===== src/rtl/instr_fetch_pkg.sv =====
// Shared definitions for the instruction fetch stage: state encodings,
// instruction field positions, next-PC source selection.
package instr_fetch_pkg;

  localparam logic [31:0] DEFAULT_RESET_PC = 32'h0000_0000;

  localparam logic [1:0] S_IDLE = 2'd0;
  localparam logic [1:0] S_REQ  = 2'd1;
  localparam logic [1:0] S_HOLD = 2'd2;
  localparam logic [1:0] S_HALT = 2'd3;

  localparam int OP_MSB    = 31;
  localparam int OP_LSB    = 26;
  localparam int FUNCT_MSB = 5;
  localparam int FUNCT_LSB = 0;

  typedef enum logic [1:0] {
    NPC_SEQ   = 2'd0,
    NPC_REDIR = 2'd1,
    NPC_PEND  = 2'd2,
    NPC_DEFER = 2'd3
  } npc_sel_t;

  function automatic logic misaligned(input logic [1:0] low_bits);
    return low_bits != 2'b00;
  endfunction

endpackage


===== src/rtl/instr_fetch_next_pc.sv =====
// Next-PC selection for the fetch stage plus the redirect alignment check.
module instr_fetch_next_pc
  import instr_fetch_pkg::*;
(
  input  logic [31:0] pc,
  input  logic [31:0] redirect_pc,
  input  logic [31:0] pend_target,
  input  logic [31:0] defer_target,
  input  npc_sel_t    sel,
  output logic [31:0] pc_next,
  output logic        bad_align
);

  always_comb begin
    pc_next = pc + 32'd4;
    case (sel)
      NPC_REDIR: pc_next = redirect_pc;
      NPC_PEND:  pc_next = pend_target;
      NPC_DEFER: pc_next = defer_target;
      default:   pc_next = pc + 32'd4;
    endcase
  end

  assign bad_align = misaligned(redirect_pc[1:0]);

endmodule


===== src/rtl/instr_fetch.sv =====
// Fetch stage: owns the PC, fetches over req/ack, holds the word in IR for decode.
// Optional MIPS delay-slot redirect behaviour is enabled with IFETCH_DELAY_SLOT_EN.
//
// state  | meaning
// S_IDLE | first cycle after reset, no request yet
// S_REQ  | request outstanding at pc, waiting for imem_ack
// S_HOLD | IR valid, waiting for decode handshake
// S_HALT | misaligned redirect seen, stopped until reset
module instr_fetch
  import instr_fetch_pkg::*;
#(
  parameter logic [31:0] RESET_PC = DEFAULT_RESET_PC
) (
  input  logic        clk,
  input  logic        rst_n,
  output logic        imem_req,
  output logic [31:0] imem_addr,
  input  logic        imem_ack,
  input  logic [31:0] imem_rdata,
  output logic        out_valid,
  input  logic        out_ready,
  output logic [31:0] instr,
  output logic [5:0]  op,
  output logic [5:0]  funct,
  output logic [31:0] pc_out,
  output logic [31:0] pc_plus4,
  input  logic        redirect,
  input  logic [31:0] redirect_pc,
  output logic        fault
);

  logic [1:0]  state, state_nxt;
  logic [31:0] pc, pc_next, ir, pc_out_r, pend_target;
  logic        redirect_pending, halt_pending;
  logic        pc_load, ir_load, fault_set, pend_set, pend_clr, halt_set;
  logic        bad_align, redir_eff, bad_redirect;
  npc_sel_t    npc_sel;
  logic        defer_pending;
  logic [31:0] defer_target;

`ifdef IFETCH_DELAY_SLOT_EN
  logic defer_set, defer_clr;

  always_ff @(posedge clk or negedge rst_n) begin
    if (!rst_n) begin
      defer_pending <= 1'b0;
      defer_target  <= '0;
    end else begin
      if (defer_clr) defer_pending <= 1'b0;
      else if (defer_set) defer_pending <= 1'b1;
      if (defer_set) defer_target <= redirect_pc;
    end
  end
`else
  assign defer_pending = 1'b0;
  assign defer_target  = '0;
`endif

  // While a delay-slot target is held, further redirects are ignored.
  assign redir_eff    = redirect && !defer_pending;
  assign bad_redirect = redir_eff && bad_align;

  instr_fetch_next_pc u_next_pc (
    .pc           (pc),
    .redirect_pc  (redirect_pc),
    .pend_target  (pend_target),
    .defer_target (defer_target),
    .sel          (npc_sel),
    .pc_next      (pc_next),
    .bad_align    (bad_align)
  );

  always_comb begin
    state_nxt = state;
    pc_load   = 1'b0;
    npc_sel   = NPC_SEQ;
    ir_load   = 1'b0;
    fault_set = 1'b0;
    pend_set  = 1'b0;
    pend_clr  = 1'b0;
    halt_set  = 1'b0;
`ifdef IFETCH_DELAY_SLOT_EN
    defer_set = 1'b0;
    defer_clr = 1'b0;
`endif
    case (state)
      S_IDLE: state_nxt = S_REQ;
      S_REQ: begin
        if (imem_ack) begin
          // The request cannot be cancelled, so a redirect drops the returning word.
          pend_clr = 1'b1;
          if (halt_pending || bad_redirect) begin
            fault_set = bad_redirect;
            state_nxt = S_HALT;
          end else if (redir_eff) begin
            pc_load = 1'b1;
            npc_sel = NPC_REDIR;
          end else if (redirect_pending) begin
            pc_load = 1'b1;
            npc_sel = NPC_PEND;
          end else begin
            ir_load   = 1'b1;
            state_nxt = S_HOLD;
          end
        end else if (!halt_pending) begin
          if (bad_redirect) begin
            fault_set = 1'b1;
            halt_set  = 1'b1;
          end else if (redir_eff) begin
            pend_set = 1'b1;
          end
        end
      end
      S_HOLD: begin
`ifdef IFETCH_DELAY_SLOT_EN
        if (defer_pending && out_ready) begin
          pc_load   = 1'b1;
          npc_sel   = NPC_DEFER;
          defer_clr = 1'b1;
          state_nxt = S_REQ;
        end else if (bad_redirect) begin
          fault_set = 1'b1;
          state_nxt = S_HALT;
        end else if (redir_eff && out_ready) begin
          pc_load   = 1'b1;
          defer_set = 1'b1;
          state_nxt = S_REQ;
        end else if (redir_eff) begin
          pc_load   = 1'b1;
          npc_sel   = NPC_REDIR;
          state_nxt = S_REQ;
        end else if (out_ready) begin
          pc_load   = 1'b1;
          state_nxt = S_REQ;
        end
`else
        if (bad_redirect) begin
          fault_set = 1'b1;
          state_nxt = S_HALT;
        end else if (redir_eff) begin
          pc_load   = 1'b1;
          npc_sel   = NPC_REDIR;
          state_nxt = S_REQ;
        end else if (out_ready) begin
          pc_load   = 1'b1;
          state_nxt = S_REQ;
        end
`endif
      end
      S_HALT:  state_nxt = S_HALT;
      default: state_nxt = S_IDLE;
    endcase
  end

  always_ff @(posedge clk or negedge rst_n) begin
    if (!rst_n) begin
      state            <= S_IDLE;
      pc               <= RESET_PC;
      pc_out_r         <= RESET_PC;
      ir               <= '0;
      fault            <= 1'b0;
      redirect_pending <= 1'b0;
      pend_target      <= '0;
      halt_pending     <= 1'b0;
    end else begin
      state <= state_nxt;
      if (pc_load) pc <= pc_next;
      if (ir_load) begin
        ir       <= imem_rdata;
        pc_out_r <= pc;
      end
      if (fault_set) fault <= 1'b1;
      if (pend_clr) redirect_pending <= 1'b0;
      else if (pend_set) redirect_pending <= 1'b1;
      if (pend_set) pend_target <= redirect_pc;
      if (pend_clr) halt_pending <= 1'b0;
      else if (halt_set) halt_pending <= 1'b1;
    end
  end

  assign imem_req  = (state == S_REQ);
  assign imem_addr = pc;
  assign out_valid = (state == S_HOLD);
  assign instr     = ir;
  assign op        = ir[OP_MSB:OP_LSB];
  assign funct     = ir[FUNCT_MSB:FUNCT_LSB];
  assign pc_out    = pc_out_r;
  assign pc_plus4  = pc_out_r + 32'd4;

endmodule


===== config.mk =====
export PLATFORM = sky130hd
export DESIGN_NAME = instr_fetch
export DESIGN_NICKNAME = d
export VERILOG_FILES = /design/src/rtl/instr_fetch_pkg.sv /design/src/rtl/instr_fetch_next_pc.sv /design/src/rtl/instr_fetch.sv
export SDC_FILE = /design/constraint.sdc
export NUM_CORES = 1
export LEC_CHECK = 0
export ABC_AREA = 1
export ABC_CLOCK_PERIOD_IN_PS = 2100
export CAP_MARGIN = 30
export CORE_MARGIN = 1.5
export CORE_UTILIZATION = 25
export DETAILED_ROUTE_END_ITERATION = 10
export PLACE_DENSITY = 0.56
export SLEW_MARGIN = 25
export SYNTH_ARGS = -nofsm -noshare
export SYNTH_HDL_FRONTEND = slang
export SYNTH_SLANG_ARGS = --single-unit

===== constraint.sdc =====
create_clock -name clk -period 2.1 [get_ports clk]
set_input_delay 0.42 -clock clk [delete_from_list [all_inputs] [get_ports clk]]
set_output_delay 0.42 -clock clk [all_outputs]
set_load 0.005 [all_outputs]

==> impl_metrics.env, run 1 <==
export IMPL_viasPerCell=4.32
export IMPL_max_vdd_ir_drop_mv=0.542
export IMPL_n_antenna_cell=0
export IMPL_relSlewSlack=0.697
export IMPL_critical_path_max_stage_delay_ns=0.40
export IMPL_htreeDepth=4
export IMPL_yosysWarnings=0
export IMPL_switchingPower_mw=5.64
export IMPL_critPathRequiredTime_ns=1.68
export IMPL_slew_violations=0
export IMPL_die_area_mm2=0.0306
export IMPL_drt_pre_antenna_iters=5
export IMPL_io_buffer_count=211
export IMPL_crit_top_cell="nor2_4"
export IMPL_fin_setup_tns_ns=-3.54
export IMPL_clock_root_buffer="clkbuf_16"
export IMPL_ctsLongestPathBuffers=2
export IMPL_tightest_slew_ns=0.454
export IMPL_powerDensity_mw_per_mm2=1320
export IMPL_grt_usage=0.161
export IMPL_ys_ff_latch=133
export IMPL_clock_sinks=133
export IMPL_pwr_share_clk=0.193
export IMPL_start_util=0.256
export IMPL_yosysSeqAreaShare=0.450
export IMPL_fin_crit_sh=1.11
export IMPL_hold_class="in2async"
export IMPL_arrival_ns=1.90
export IMPL_drive_above_1_share=0.250
export IMPL_critPathTopFamily="simple AND/OR/NAND/NOR gates"
export IMPL_p_int_mw=9.91
export IMPL_p_sw_frac=0.363
export IMPL_critical_path_class="reg2out"
export IMPL_syn_inst=969
export IMPL_drv_cap=0
export IMPL_stdcell_area_mm2=0.0118
export IMPL_io_pins=212
export IMPL_cts_tree="built"
export IMPL_synth_distinct_cells=32
export IMPL_core_mm2=0.0289
export IMPL_drc=0
export IMPL_gp_congestion=0.843
export IMPL_syn_nets=1044
export IMPL_status="finished with violations"
export IMPL_clkTransAtPathRegs_ns=0.06
export IMPL_fin_nets=1376
export IMPL_end_kind="output pin"
export IMPL_hold_viol=0
export IMPL_seqPwrFrac=0.312
export IMPL_postPlaceCellArea_mm2=0.0105
export IMPL_grt_max_degree=45
export IMPL_drtIter0Drc=405
export IMPL_clkLatencyLatePin_ns=0.42
export IMPL_area_growth_pct=59.5
export IMPL_setup_violations_final=24
export IMPL_cts_buffers=17
export IMPL_final_antenna_net_count=0
export IMPL_grt_pass1_vias=7214
export IMPL_rsz0062_at_grt="true"
export IMPL_crit_chain="ha_4 -> nand3_4 -> nor2_4 -> nand2_2 -> nor2_4 -> buf_6 -> nand4_1 -> xnor2_1 -> buf_2"
export IMPL_die_h_um=175
export IMPL_combinationalPowerShare=0.495
export IMPL_layout_min_cycle_time_ns=2.32
export IMPL_critPathSlowestCell="dfrtp_1"
export IMPL_grt_antenna_before_repair=0
export IMPL_mappedNetlistArea_mm2=0.00739
export IMPL_wire_per_inst_um=14.4
export IMPL_fin_skew_ns=0.00816
export IMPL_wl_mm=24.5
export IMPL_grt_overflow=0
export IMPL_die_w_um=175
export IMPL_grt_pass1_wl_mm=38.5
export IMPL_startpoint_type="flip-flop"
export IMPL_finalPower_mw=15.6
export IMPL_violations="negative setup slack"
export IMPL_avgSynthCellArea_um2=7.62
export IMPL_row_count=62
export IMPL_worst_slack_ns=-0.225
export IMPL_leakagePower_nw=5.63
export IMPL_vias=7335
export IMPL_path_buf_inv=2
export IMPL_fmax_ghz=0.430
export IMPL_critical_path_max_fanout=3
export IMPL_whs_ns=0.482
export IMPL_hpwlAfterDp_mm=18.6
## through the flow
step,util,worst slack (ns),cells
4_1_cts,0.401,-0.280,1690
5_1_grt,0.408,-0.349,1698
2_1_floorplan,-,0.168,969
6_report,0.408,-0.225,1698
3_3_place_gp,0.365,-0.213,1617
3_5_place_dp,0.365,-0.221,1617
## cells in the mapped netlist (all sizes together)
cell type / instances / area share
xor2: 19 / 0.023
inv: 103 / 0.053
nor2: 137 / 0.073
nand2: 289 / 0.15
a211oi: 1 / 0.0010
mux2: 35 / 0.053
nand4: 7 / 0.0059
buf: 34 / 0.034
clkbuf: 9 / 0.0046
nor4: 1 / 0.00085
nand3b: 2 / 0.0020
o22ai: 2 / 0.0025
nor3: 12 / 0.0081
xnor2: 12 / 0.014
o21ai: 103 / 0.070
dfrtp: 133 / 0.45
nand3: 40 / 0.029
o21bai: 1 / 0.0010
a21oi: 23 / 0.016
ha: 6 / 0.010
## kinds of logic (layout without fill, tap and decap cells)
group | Yosys count | count (layout) | share of synthesized area
mux | 35 | 35 | 0.0533
compound gates | 130 | 130 | 0.0899
buf+inv | 146 | 491 | 0.0908
fa+ha+maj | 6 | 6 | 0.0102
simple gates | 488 | 488 | 0.269
flops | 133 | 133 | 0.450
xor+xnor | 31 | 31 | 0.0367
## area by class of cell
class,instances,area [µm²]
multi-input combinational,690,3710
timing repair buffer,356,3260
inverter,103,399
fill,2926,17100
clock inverter,11,125
clock buffer,21,470
tap,384,480
sequential,133,3330
## placed cells by master, fill, tap and decap left out, types with 4 or more instances in the layout
cell,count
a21oi_1,23
nand2_1,266
nand2_4,7
xor2_1,19
clkbuf_16,17
inv_1,87
nand3_1,35
mux2_2,35
o21ai_0,88
buf_2,27
nor2_2,17
nor2_4,11
nor2_1,109
dfrtp_1,130
inv_2,13
buf_6,19
o21ai_1,15
nand4_1,7
buf_4,117
nor3_2,6
buf_12,9
xnor2_1,9
nand2_2,16
nor3_1,4
dlymetal6s2s_1,6
clkdlybuf4s50_1,175
## path summary, 6_finish.rpt
path                                             startpoint                     endpoint  slack [ns]  cells past startpoint
worst max-delay path                  pc_out[2]$_DFFE_PN0P_                 pc_plus4[26]       -0.22                      9
worst min-delay path                                  rst_n         state[0]$_DFFE_PN0P_        0.48                      2
worst max register to register         state[0]$_DFFE_PN0P_     imem_addr[9]$_DFFE_PN0P_        0.18                      9
worst min register to register  pend_target[13]$_DFFE_PN0P_  pend_target[13]$_DFFE_PN0P_        0.49                      2
max in group asynchronous                             rst_n        pc_out[9]$_DFFE_PN0P_        1.02                      3
min in group clk                pend_target[13]$_DFFE_PN0P_  pend_target[13]$_DFFE_PN0P_        0.49                      2
## flip-flops by register name, summed over array words and instances, names as in the netlist
signal / cells
redirect_pending: 1
instr: 32
pend_target: 32
imem_addr: 32
halt_pending: 1
fault: 1
pc_out: 32
state: 2
## layer usage
metal	vias to the layer above	wire, µm	track usage
li1	3714	-	-
met1	3421	11200	0.210
met2	176	11600	0.259
met3	24	1260	0.0394
met4	0	432	0.0545
met5	-	0	0
## power groups by stage
stage | combinational (mW) | sequential, mW | clock, mW
3_3_place_gp | 7.20 | 4.81 | 0
4_1_cts | 7.56 | 4.83 | 3.08
3_5_place_dp | 7.25 | 4.87 | 0
6_report | 7.70 | 4.86 | 3.00
2_1_floorplan | 2.91 | 4.81 | 0
5_1_grt | 8.45 | 5.02 | 3.19
## repair_timing
item | 4_1_cts | 5_1_grt
hold buffers | 1 | 0
endpoints found under the hold margin | 41 | 0
pin swaps | 39 | 27
resized for setup | 173 | 51
setup buffers | 40 | 11
endpoints found under the setup margin | 30 | 37
No activity file was read; power rests on OpenSTA's default activity.
==> run 2: changes to the inputs <==
Settings changed: CORE_ASPECT_RATIO set to 1.5, CORE_UTILIZATION 25 to 30, PLACE_DENSITY 0.56 to 0.64, SLEW_MARGIN 25 to 10.
==> impl_metrics.env, run 2 (synthesis results as in run 1) <==
export IMPL_status="finished with violations"
export IMPL_violations="negative setup slack"
export IMPL_setup_violations_final=26
export IMPL_start_util=0.305
export IMPL_drtIter0Drc=390
export IMPL_met3_usage=0.0345
export IMPL_grt_overflow=0
export IMPL_grt_pass1_vias=7467
export IMPL_io_buffer_count=211
export IMPL_grt_antenna_before_repair=0
export IMPL_end_kind="output pin"
export IMPL_fin_setup_tns_ns=-4.80
export IMPL_htreeDepth=4
export IMPL_final_common_cell="nand2_1"
export IMPL_place_inst=1554
export IMPL_clock_root_buffer="clkbuf_16"
export IMPL_critical_path_class="reg2out"
export IMPL_layout_common_cells="nand2_1 (267), clkdlybuf4s50_1 (177), dfrtp_1 (131)"
export IMPL_drv_cap=0
export IMPL_hold_class="in2async"
export IMPL_die_w_um=131
export IMPL_wl_mm=23.8
export IMPL_met1_usage=0.213
export IMPL_dp_slack_ns=-0.247
export IMPL_layout_min_cycle_time_ns=2.40
export IMPL_utilization=0.478
export IMPL_viasPerCell=4.55
export IMPL_slew_violations=0
export IMPL_holdBufCountCts=0
export IMPL_instances_no_fill=1615
export IMPL_postPlaceCellArea_mm2=0.0104
export IMPL_grt_max_degree=62
export IMPL_die_area_mm2=0.0256
export IMPL_final_antenna_net_count=0
export IMPL_max_vdd_ir_drop_mv=0.583
export IMPL_ctsLongestPathBuffers=2
export IMPL_leakagePower_nw=5.55
export IMPL_powerDensity_mw_per_mm2=1320
export IMPL_die_h_um=195
export IMPL_critPathRequiredTime_ns=1.68
export IMPL_drt_pre_antenna_iters=5
export IMPL_critical_path_max_fanout=3
export IMPL_drc=0
export IMPL_fmax_ghz=0.417
export IMPL_cts_buffers=17
export IMPL_hpwlAfterDp_mm=17.9
export IMPL_cts_tree="built"
export IMPL_vias=7344
export IMPL_stdcell_area_mm2=0.0116
export IMPL_use_met2=0.333
export IMPL_row_count=70
export IMPL_hold_viol=0
export IMPL_n_antenna_cell=0
export IMPL_area_growth_pct=57.1
export IMPL_grt_pass1_wl_mm=38.3
export IMPL_io_pins=212
export IMPL_clock_sinks=133
export IMPL_relSlewSlack=0.594
export IMPL_tightest_slew_ns=0.609
export IMPL_gr_max_usage_layer="met2"
export IMPL_clkLatencyLatePin_ns=0.42
export IMPL_startpoint="pc_out[3]$_DFFE_PN0P_"
export IMPL_rsz0062_at_grt="true"
export IMPL_arrival_ns=1.98
export IMPL_rr_worst_depth=11
export IMPL_gp_congestion=0.922
export IMPL_r2r_start="state[0]$_DFFE_PN0P_"
export IMPL_core_mm2=0.0243
export IMPL_drive_above_1_share=0.239
export IMPL_fill_cells=2305
export IMPL_fin_crit_sh=1.14
export IMPL_fin_nets=1353
export IMPL_grt_usage=0.186
export IMPL_startpoint_type="flip-flop"
export IMPL_clkTransAtPathRegs_ns=0.06
export IMPL_worst_slack_ns=-0.296
export IMPL_fin_skew_ns=0.00690
export IMPL_wire_per_inst_um=14.8
==> run 2: cell types whose count changed in the layout (fill, tap and decap cells not counted), sizes merged, moves of 2 or more <==
cell           change
dlymetal6s2s       -2
clkdlybuf4s50      +2
dlygate4sd2        +2
buf               -23
clkinvlp           +2
==> run 2: cell type report <==
| type | instances | area (µm²) | area share |
|---|---|---|---|
| multi-input cells | 690 | 3770 | 0.325 |
| flip-flops and latches | 133 | 3330 | 0.287 |
| repair buffers | 333 | 3080 | 0.265 |
| clock buffers | 20 | 467 | 0.0402 |
| well taps | 324 | 405 | 0.0349 |
| inverters | 103 | 402 | 0.0346 |
| clock inverters | 12 | 153 | 0.0132 |
==> run 2: where the power goes <==
| group | total [mW] | internal, mW | switching [mW] |
|---|---|---|---|
| clock | 3.08 | 1.96 | 1.12 |
| combinational | 7.46 | 4.16 | 3.29 |
| sequential | 4.84 | 3.75 | 1.08 |
| total | 15.4 | 9.87 | 5.50 |
==> run 2: what timing repair did <==
item | in CTS | in global routing
setup buffers | 21 | 13
pin swaps | 40 | 27
resized for setup | 185 | 47
setup endpoints to repair | 30 | 34
==> run 2: per-layer routing <==
| layer | vias to the layer above | routed length [µm] |
|---|---|---|
| met5 | - | 0 |
| met4 | 0 | 917 |
| met3 | 55 | 1020 |
| met2 | 210 | 12300 |
| met1 | 3412 | 9650 |
| li1 | 3667 | - |
==> run 2: final timing paths <==
| kind | end | slack [ns] |
|---|---|---|
| setup / recovery | pc_plus4[31] | -0.30 |
| hold / removal | instr[8]$_DFFE_PN0P_ | 0.01 |
| setup reg to reg | imem_addr[15]$_DFFE_PN0P_ | 0.21 |
| hold reg to reg | pend_target[7]$_DFFE_PN0P_ | 0.48 |
| max in group asynchronous | pc_out[5]$_DFFE_PN0P_ | 1.43 |
| min in group clk | pend_target[7]$_DFFE_PN0P_ | 0.48 |
==> run 2: metrics by stage <==
step                hold WS (ns)  total power, mW
global placement           0.464             11.8
finish                    0.0102             15.4
CTS                       0.0236             15.2
global route              0.0518             16.5
detailed placement         0.468             12.0
floorplan                  0.124             7.72
==> run 2: worst max-delay path, cell delays in order, from the launching register on <==
cell and delay [ns]:
dfrtp_1 0.38, buf_4 0.13, buf_6 0.09, nand2_2 0.05, nor3_4 0.16, nand2_2 0.13
buf_6 0.14, nor2_4 0.11, nand2_2 0.09, xnor2_2 0.15, buf_2 0.13
